File: src/rtl/instr_fetch_stage_if.sv
// Fetch-stage bus bundle: the imem read port plus the decode-side valid/ready handshake.
// master = fetch stage, slave = imem/decode side.
interface instr_fetch_stage_if #(
  parameter int ADDR_W = 10
);
  logic              imem_en;
  logic [ADDR_W-1:0] imem_addr;
  logic [31:0]       imem_rdata;
  logic              if_valid;
  logic [31:0]       if_instr;
  logic [31:0]       if_pc;
  logic              if_fault;
  logic              id_ready;

  modport master (
    output imem_en, imem_addr, if_valid, if_instr, if_pc, if_fault,
    input  imem_rdata, id_ready
  );

  modport slave (
    input  imem_en, imem_addr, if_valid, if_instr, if_pc, if_fault,
    output imem_rdata, id_ready
  );
endinterface

File: src/rtl/instr_fetch_stage.sv
// MIPS instruction fetch: issues imem reads, queues {instr, pc} in a 2-entry FIFO for decode,
// flushes on redirect. Optional misaligned-redirect fault guarded by IF_ALIGN_CHECK_EN.
module instr_fetch_stage #(
  parameter int          ADDR_W   = 10,
  parameter logic [31:0] RESET_PC = 32'h0000_0000
) (
  input  logic                  clk,
  input  logic                  rst,
  input  logic                  redirect,
  input  logic [31:0]           redirect_pc,
  instr_fetch_stage_if.master   bus
);

  logic [31:0] pc;
  logic        started;
  logic        inflight;
  logic [31:0] inflight_pc;
  logic [31:0] q_instr [2];
  logic [31:0] q_pc    [2];
  logic        rd_ptr;
  logic        wr_ptr;
  logic [1:0]  count;
  logic        fault;
  logic [1:0]  occupancy;
  logic        pop;
  logic        push;
  logic        issue;
  logic        flush;

  // In-flight reads count against queue space, so a returning word always has a slot.
  assign occupancy = count + {1'b0, inflight};
  assign pop       = (count != 2'd0) && bus.id_ready;
  assign flush     = redirect || fault;
  assign issue     = started && !flush &&
                     ((occupancy < 2'd2) || ((occupancy == 2'd2) && pop));
  assign push      = inflight && !flush;

  assign bus.imem_en   = issue;
  assign bus.imem_addr = issue ? pc[ADDR_W+1:2] : '0;
  assign bus.if_valid  = (count != 2'd0);
  assign bus.if_instr  = bus.if_valid ? q_instr[rd_ptr] : 32'h0;
  assign bus.if_pc     = bus.if_valid ? q_pc[rd_ptr]    : 32'h0;
  assign bus.if_fault  = fault;

  always_ff @(posedge clk or negedge rst) begin
    if (!rst) begin
      pc          <= RESET_PC;
      started     <= 1'b0;
      inflight    <= 1'b0;
      inflight_pc <= 32'h0;
      rd_ptr      <= 1'b0;
      wr_ptr      <= 1'b0;
      count       <= 2'd0;
      for (int i = 0; i < 2; i++) begin
        q_instr[i] <= 32'h0;
        q_pc[i]    <= 32'h0;
      end
    end else begin
      started  <= 1'b1;
      inflight <= issue;
      if (issue) inflight_pc <= pc;

      if (redirect)   pc <= {redirect_pc[31:2], 2'b00};
      else if (issue) pc <= pc + 32'd4;

      // A response returning in a flush cycle is dropped here, which is what kills it.
      if (flush) begin
        count  <= 2'd0;
        rd_ptr <= 1'b0;
        wr_ptr <= 1'b0;
      end else begin
        if (push) begin
          q_instr[wr_ptr] <= bus.imem_rdata;
          q_pc[wr_ptr]    <= inflight_pc;
          wr_ptr          <= ~wr_ptr;
        end
        if (pop) rd_ptr <= ~rd_ptr;
        case ({push, pop})
          2'b10:   count <= count + 2'd1;
          2'b01:   count <= count - 2'd1;
          default: count <= count;
        endcase
      end
    end
  end

`ifdef IF_ALIGN_CHECK_EN
  always_ff @(posedge clk or negedge rst) begin
    if (!rst)                                         fault <= 1'b0;
    else if (redirect && (redirect_pc[1:0] != 2'b00)) fault <= 1'b1;
  end
`else
  logic unused_pc_lsbs;
  assign unused_pc_lsbs = ^redirect_pc[1:0];
  assign fault          = 1'b0;
`endif

endmodule
File: src/flat_wrapper.sv
// flat-port wrapper written by rule: the top's interface ports become plain ports
module instr_fetch_stage_flat 
#(
  parameter int          ADDR_W   = 10,
  parameter logic [31:0] RESET_PC = 32'h0000_0000
)
  (clk, rst, redirect, redirect_pc, bus_imem_en, bus_imem_addr, bus_if_valid, bus_if_instr, bus_if_pc, bus_if_fault, bus_imem_rdata, bus_id_ready);
  instr_fetch_stage_if #(.ADDR_W(ADDR_W)) bus_i ();
  input  logic clk;
  input  logic rst;
  input  logic redirect;
  input  logic [31:0] redirect_pc;
  output wire logic [$bits(bus_i.imem_en)-1:0] bus_imem_en;
  output wire logic [$bits(bus_i.imem_addr)-1:0] bus_imem_addr;
  output wire logic [$bits(bus_i.if_valid)-1:0] bus_if_valid;
  output wire logic [$bits(bus_i.if_instr)-1:0] bus_if_instr;
  output wire logic [$bits(bus_i.if_pc)-1:0] bus_if_pc;
  output wire logic [$bits(bus_i.if_fault)-1:0] bus_if_fault;
  input wire logic [$bits(bus_i.imem_rdata)-1:0] bus_imem_rdata;
  input wire logic [$bits(bus_i.id_ready)-1:0] bus_id_ready;
  assign bus_imem_en = bus_i.imem_en;
  assign bus_imem_addr = bus_i.imem_addr;
  assign bus_if_valid = bus_i.if_valid;
  assign bus_if_instr = bus_i.if_instr;
  assign bus_if_pc = bus_i.if_pc;
  assign bus_if_fault = bus_i.if_fault;
  assign bus_i.imem_rdata = bus_imem_rdata;
  assign bus_i.id_ready = bus_id_ready;
  instr_fetch_stage #(.ADDR_W(ADDR_W), .RESET_PC(RESET_PC)) u_core (.clk(clk), .rst(rst), .redirect(redirect), .redirect_pc(redirect_pc), .bus(bus_i));
endmodule
File: config.mk
export PLATFORM = sky130hd
export DESIGN_NAME = instr_fetch_stage_flat
export DESIGN_NICKNAME = d
export VERILOG_FILES = /design/src/rtl/instr_fetch_stage_if.sv /design/src/rtl/instr_fetch_stage.sv /design/src/flat_wrapper.sv
export SDC_FILE = /design/constraint.sdc
export NUM_CORES = 1
export LEC_CHECK = 0
export BUFFER_PORTS_ARGS = -buffer_cell sky130_fd_sc_hd__buf_2
export CORE_ASPECT_RATIO = 0.5
export CORE_UTILIZATION = 30
export DETAILED_ROUTE_END_ITERATION = 10
export REMOVE_ABC_BUFFERS = 1
export SLEW_MARGIN = 20
export SYNTH_ARGS = -nofsm -noshare
export SYNTH_HDL_FRONTEND = slang
export SYNTH_SLANG_ARGS = --single-unit
File: constraint.sdc
create_clock -name clk -period 6.7 [get_ports clk]
set_input_delay 0 -clock clk [delete_from_list [all_inputs] [get_ports clk]]
set_output_delay 0 -clock clk [all_outputs]
set_load 0.02 [all_outputs]
# ---- After elaboration in Yosys (flattened, before gate mapping)
# Index checks and enable logic that the tools add are counted.
dict set report totals {
  ff_bits 198
  out_inout_bits 77
  word_cells 62
}
dict set report classes {
  n_addsub 4
  order_cmp 4
  eq_ne 3
  mux 21
  n_bitwise 5
  n_reduce_logical 14
}
# operator count
set op_table {}
lappend op_table {{32-bit two-way mux} 11}
lappend op_table {{64-bit bitwise mux} 2}
lappend op_table {{32-bit by 3-bit adder with 32-bit output, second input constant} 1}
lappend op_table {{32-bit demux with 1-bit select} 1}
lappend op_table {{10-bit two-way mux} 1}
lappend op_table {{2-bit nonzero test} 4}
lappend op_table {{1-bit logical AND} 6}
lappend op_table {{2-bit == test, second input constant} 2}
lappend op_table {{2-bit >= comparator, second input constant} 2}
lappend op_table {{1-bit two-way mux} 4}
lappend op_table {{1-bit inverter with 2-bit output} 2}
lappend op_table {{2-bit case mux with 2 select lines} 1}
lappend op_table {{1-bit inverter} 3}
lappend op_table {{3-bit nonzero test} 1}
lappend op_table {{2-bit by 1-bit adder with 2-bit output} 1}
lappend op_table {{2-bit by 1-bit adder with 2-bit output, second input constant} 1}
lappend op_table {{2-bit by 1-bit == test with 1-bit output, second input constant} 1}
lappend op_table {{2-bit by 1-bit less-than comparator with 1-bit output, second input constant} 1}
lappend op_table {{2-bit less-than comparator, second input constant} 1}
lappend op_table {{2-bit two-way mux} 1}
lappend op_table {{2-bit AND reduction} 1}
lappend op_table {{2-bit by 1-bit subtractor with 2-bit output, second input constant} 1}
lappend op_table {{1-bit logical NOT} 1}
lappend op_table {{1-bit logical OR} 1}

# ---- Logic depth before layout (Yosys ltp)
dict set report logic_depth {
  depth_word 7
  ltp_mapped 7
  ltp_nobuf 5
}

# ---- Least setup slack after synthesis
# Ideal clock, no wire load.
dict set report synth_timing {
  path_kind {flip-flop to flip-flop}
  from {register u_core.count[0]}
  to {register u_core.inflight_pc[22]}
  setup_time_ps 125
  t_arrival_ps 2196
  t_required_ps 6575
  setup_slack_ps 4380
  stages_incl_launch_ff 7
  n_path_buf 1
  cell_sequence {dfrtp_1 ha_1 and3b_1 o221ai_1 nor2_1 clkbuf_1 mux2_2}
}
dict set report synth_between {
  elab_chain_len 5
}
# item line
set synth_lines {}
lappend synth_lines {{start, declared} instr_fetch_stage.sv:22} ;# logic [1:0] count;
lappend synth_lines {{start signal, assigned} instr_fetch_stage.sv:79} ;# 2'b10: count <= count + 2'd1;
lappend synth_lines {{start signal, assigned} instr_fetch_stage.sv:80} ;# 2'b01: count <= count - 2'd1;
lappend synth_lines {{start signal, assigned} instr_fetch_stage.sv:81} ;# default: count <= count;
lappend synth_lines {{2-bit by 1-bit adder with 2-bit output / 2-bit nonzero test (equally long branches)} {instr_fetch_stage.sv:31, instr_fetch_stage.sv:32}}
lappend synth_lines {{2-bit == test / 1-bit logical AND (equally long branches)} {instr_fetch_stage.sv:35, instr_fetch_stage.sv:32}}
lappend synth_lines {{1-bit logical AND} instr_fetch_stage.sv:35} ;# ((occupancy < 2'd2) || ((occupancy == 2'd2) && pop));
lappend synth_lines {{1-bit logical OR *} instr_fetch_stage.sv:35}
lappend synth_lines {{1-bit logical AND *} instr_fetch_stage.sv:34} ;# assign issue = started && !flush &&
lappend synth_lines {{via bus_imem_en} flat_wrapper.sv:13} ;# output wire logic [$bits(bus_i.imem_en)-1:0] bus_imem_en;
lappend synth_lines {{end signal, assigned} instr_fetch_stage.sv:61} ;# if (issue) inflight_pc <= pc;
lappend synth_lines {{end, declared} instr_fetch_stage.sv:17} ;# logic [31:0] inflight_pc;
# The timed path passes the listed nets; every way through them passes the cells marked *.
# A chain may end at the register's enable or synchronous reset.

# ---- Worst setup path in the final report
dict set report layout_timing {
  from {register u_core.inflight}
  to {output bus_imem_en}
}
dict set report layout_between {
  elab_chain_len 5
}
# item line
set layout_lines {}
lappend layout_lines {{start, declared} instr_fetch_stage.sv:16} ;# logic inflight;
lappend layout_lines {{start signal, assigned} instr_fetch_stage.sv:60} ;# inflight <= issue;
lappend layout_lines {{2-bit by 1-bit adder with 2-bit output *} instr_fetch_stage.sv:31} ;# assign occupancy = count + {1'b0, inflight};
lappend layout_lines {{2-bit == test} instr_fetch_stage.sv:35}
lappend layout_lines {{1-bit logical AND} instr_fetch_stage.sv:35}
lappend layout_lines {{1-bit logical OR *} instr_fetch_stage.sv:35}
lappend layout_lines {{1-bit logical AND *} instr_fetch_stage.sv:34}
lappend layout_lines {{end, declared} flat_wrapper.sv:13}
# Mark *: on every way between the ends. The rest lies on a longest branch, timed or not.

==> qor.csv <==
metric,value,unit
Worst EP required,6.70,ns
htree depth,4,
"Power, Total",3270,µW
Layout Skew,0.00666,ns
"top cells by area, synth","dfrtp_1 53%, mux2_2 19%, mux2i_1 7.0%",
HPWL after DPL,14.0,mm
sequential-to-total area share from yosys stat,52.5,%
M1 WL,9.27,mm
placed cells,1247,
final setup TNS,0,ns
initial core utilization,30.9,%
vias in the first global route,7235,
Unique masters post-synth,52,
I/O pin total,145,
Clock Root Buffer,clkbuf_16,
max cap viols,0,
Routed WL per cell,16.6,µm
Slew @ Worst Pin,1.03,ns
RSZ-0062 raised after global routing,no,
#FFs+latches synth,190,
# rows,44,
Post-Syn Instances,761,
number of detailed-route iterations in the first pass,7,
Hold Crit Start,redirect,
layout net count,1009,
most numerous cell on the critical path,buf_4,
R2R Setup Slk,4.17,ns
Multi-input gate area,0.00409,mm²
crit path time final,2.70,ns
final setup fails,0,
routed vias,6672,
Core Region,0.0293,mm²
P&R area growth vs syn,25.5,%
Post-DRT Antenna Nets,0,
Worst R2R End,u_core.inflight_pc[31]$_DFFE_PN0N_,
Leak,0.00494,µW
global-route wire length before repair,36.7,mm
kind of critical path,flop to primary output,
Die X,248,µm
post-cts sizing count,0,
Syn. warnings,0,
FF/Latch Area,0.00476,mm²
Die Y,125,µm
"Slowest-stage cell, CP",dfrtp_1,
Final Hold Vio Count,0,
TritonCTS clock tree,done,
"critical path, cell by cell",ha_1 > and3b_1 > o221ai_2 > buf_4 > nor2_2 > buf_4 > buf_2,
top sig layer,met4,
most frequent cells after synthesis,"190 x dfrtp_1, 154 x mux2_2, 86 x nor2_1",
Placer Congestion,0.778,
Startpoint Class,flop,
crit path from,u_core.inflight$_DFF_PN0_,
diode count,0,
Highest Clock Rate,371,MHz
final wirelength,22.3,mm
worst hold slack,0.160,ns
violated checks,design-rule violations,
maximum VDD drop,0.180,mV
"Reg clk slew, reported paths",0.07,ns
pin count of the biggest net entering global routing,126,
"area leader, netlist",dfrtp_1,
status,"finished, violations left",
non-filler cells in the finished layout,1343,
met2 wire len,11.8,mm
"delay-heaviest family, CP",buffers and inverters,
Residual DRC,2,
clock latency on the worst-skew pair,0.43,ns
Total GRT Usage,15.0,%
period utilisation layout,40.3,%
Synth Cell Area,0.00906,mm²
Inserted Clock Buffers,17,
largest stage delay on the critical path,0.54,ns
Die Area,0.0309,mm²
Post-synth EDFFs,0,
"critical path fanouts, max",41,
Buffers on Ports,139,
Worst setup EP type,primary output,
crit path buf inv count,3,
max-slew violation count,0,
share of layout cells above drive strength 1,37.8,%
Fillers,2848,
Critical Path AT,2.70,ns
CTS sink cnt,190,
Mapped Avg Cell Area,11.9,µm²
Worst Reg-to-Reg Cells,7,
initial antenna violation count,0,
Hold WC Path Type,primary input to flop,
Hold EP,u_core.rd_ptr$_DFFE_PN0P_,
Post-synth top flop,dfrtp_1,
1st-iter DRT viols,340,
hold path cells,3,
Max-slew headroom,31.2,%
Async SR Flop Fraction,100,%
top-count cell post-synth,dfrtp_1,
met3 wire length,616,µm
Via density,4.97,
Congestion Overflow GR,0,
Crit Reg-Reg Startpoint,u_core.inflight$_DFF_PN0_,
Bufs on Longest Clock Path,2,
Pwr Density,287,mW/mm²
Synth top area share,52.5,%
==> metrics by stage <==
| step | instance area [µm²] | util, % | worst slack, ns |
|---|---|---|---|
| after CTS | 11400 | 38.7 | 3.96 |
| after global routing | 11400 | 38.7 | 3.78 |
| after detailed placement | 10100 | 34.5 | 4.18 |
| after global placement | 10100 | 34.5 | 4.24 |
| final | 11400 | 38.7 | 4.00 |
| after floorplan | 8840 | - | 0.949 |
==> worst max-delay path by stage <==
stage / end / cells after the start
4_1_cts: bus_imem_en / 7
3_5_place_dp: u_core.inflight_pc[11]$_DFFE_PN0N_ / 7
3_3_place_gp: u_core.inflight_pc[10]$_DFFE_PN0N_ / 7
6_report: bus_imem_en / 7
5_1_grt: bus_imem_en / 7
2_1_floorplan: u_core.q_instr[32]$_DFFE_PN0P_ / 2
==> layout by cell type (no fill, tap or decap), types with 4 or more instances in the layout <==
| cell | Yosys | final |
|---|---|---|
| a221o_1 | 5 | 5 |
| a31oi_1 | 9 | 9 |
| and3_1 | 12 | 12 |
| buf_2 | 1 | 138 |
| buf_4 | 3 | 9 |
| clkbuf_16 | 0 | 17 |
| conb_1 | 2 | 4 |
| dfrtp_1 | 190 | 189 |
| dlygate4sd3_1 | 0 | 64 |
| inv_1 | 8 | 8 |
| inv_8 | 0 | 5 |
| mux2_2 | 154 | 154 |
| mux2i_1 | 63 | 63 |
| nand2_1 | 34 | 34 |
| nand3_1 | 19 | 18 |
| nand4_1 | 11 | 11 |
| nor2_1 | 86 | 84 |
| nor2b_1 | 8 | 8 |
| nor3_1 | 5 | 5 |
| nor4_1 | 6 | 6 |
| o211ai_1 | 4 | 4 |
| o21ai_0 | 7 | 7 |
| o311ai_0 | 15 | 15 |
| o41ai_1 | 8 | 8 |
| or2_2 | 10 | 10 |
| or3_1 | 7 | 7 |
| or4_1 | 7 | 7 |
==> final cells by class <==
class                      instances  area share (%)
inverter                           8           0.264
tap                              391            4.31
multi-input combinational        510            36.0
sequential                       190            41.9
clock buffer                      18            3.86
clock inverter                    14            1.29
timing repair buffer             212            12.4
==> state kept, by name, indices dropped and copies added, names as in the netlist <==
signal / flops
u_core.count: 2
u_core.inflight: 1
u_core.inflight_pc: 30
u_core.pc: 30
u_core.q_instr: 64
u_core.q_pc: 60
u_core.rd_ptr: 1
u_core.started: 1
u_core.wr_ptr: 1
==> worst reg2reg max path: cells and delay by family (launching register included) <==
| family | cells | cell delay, ns |
|---|---|---|
| AO/OA/AOI/OAI | 1 | 0.11 |
| AND/OR/NAND/NOR | 2 | 0.38 |
| buffers and inverters | 2 | 0.67 |
| flip-flops | 1 | 0.54 |
| multiplexers | 1 | 0.42 |
| adder cells (fa/ha/maj) | 1 | 0.31 |
==> cells by family (layout without fill, tap and decap cells) <==
kind of cell / Yosys count / count (layout) / share of synthesized area [%]
AND/OR/NAND/NOR: 222 / 222 / 12.4
multiplexers: 217 / 217 / 26.1
flip-flops: 190 / 190 / 52.5
buffers and inverters: 63 / 252 / 2.83
AO/OA/AOI/OAI: 61 / 61 / 5.39
XOR/XNOR: 4 / 4 / 0.387
adder cells (fa/ha/maj): 2 / 2 / 0.276
other: 2 / 4 / 0.0829
==> power breakdown <==
group / total (µW) / leakage, µW / switching [µW] / internal, µW
clock network: 1000 / 0.000291 / 495 / 509
registers: 1620 / 0.00232 / 181 / 1440
logic: 643 / 0.00232 / 284 / 359
total: 3270 / 0.00494 / 961 / 2300
==> per-layer routing <==
layer	vias to the layer above	global-route usage, %
met5	-	0
met4	0	6.13
met3	35	2.80
met2	107	27.1
met1	3429	17.2
li1	3101	-
==> what timing repair did <==
action	in CTS	in global routing
endpoints found under the hold margin	220	0
setup buffers	0	0
hold buffers	64	0
Power figures use the tool's default switching activity.
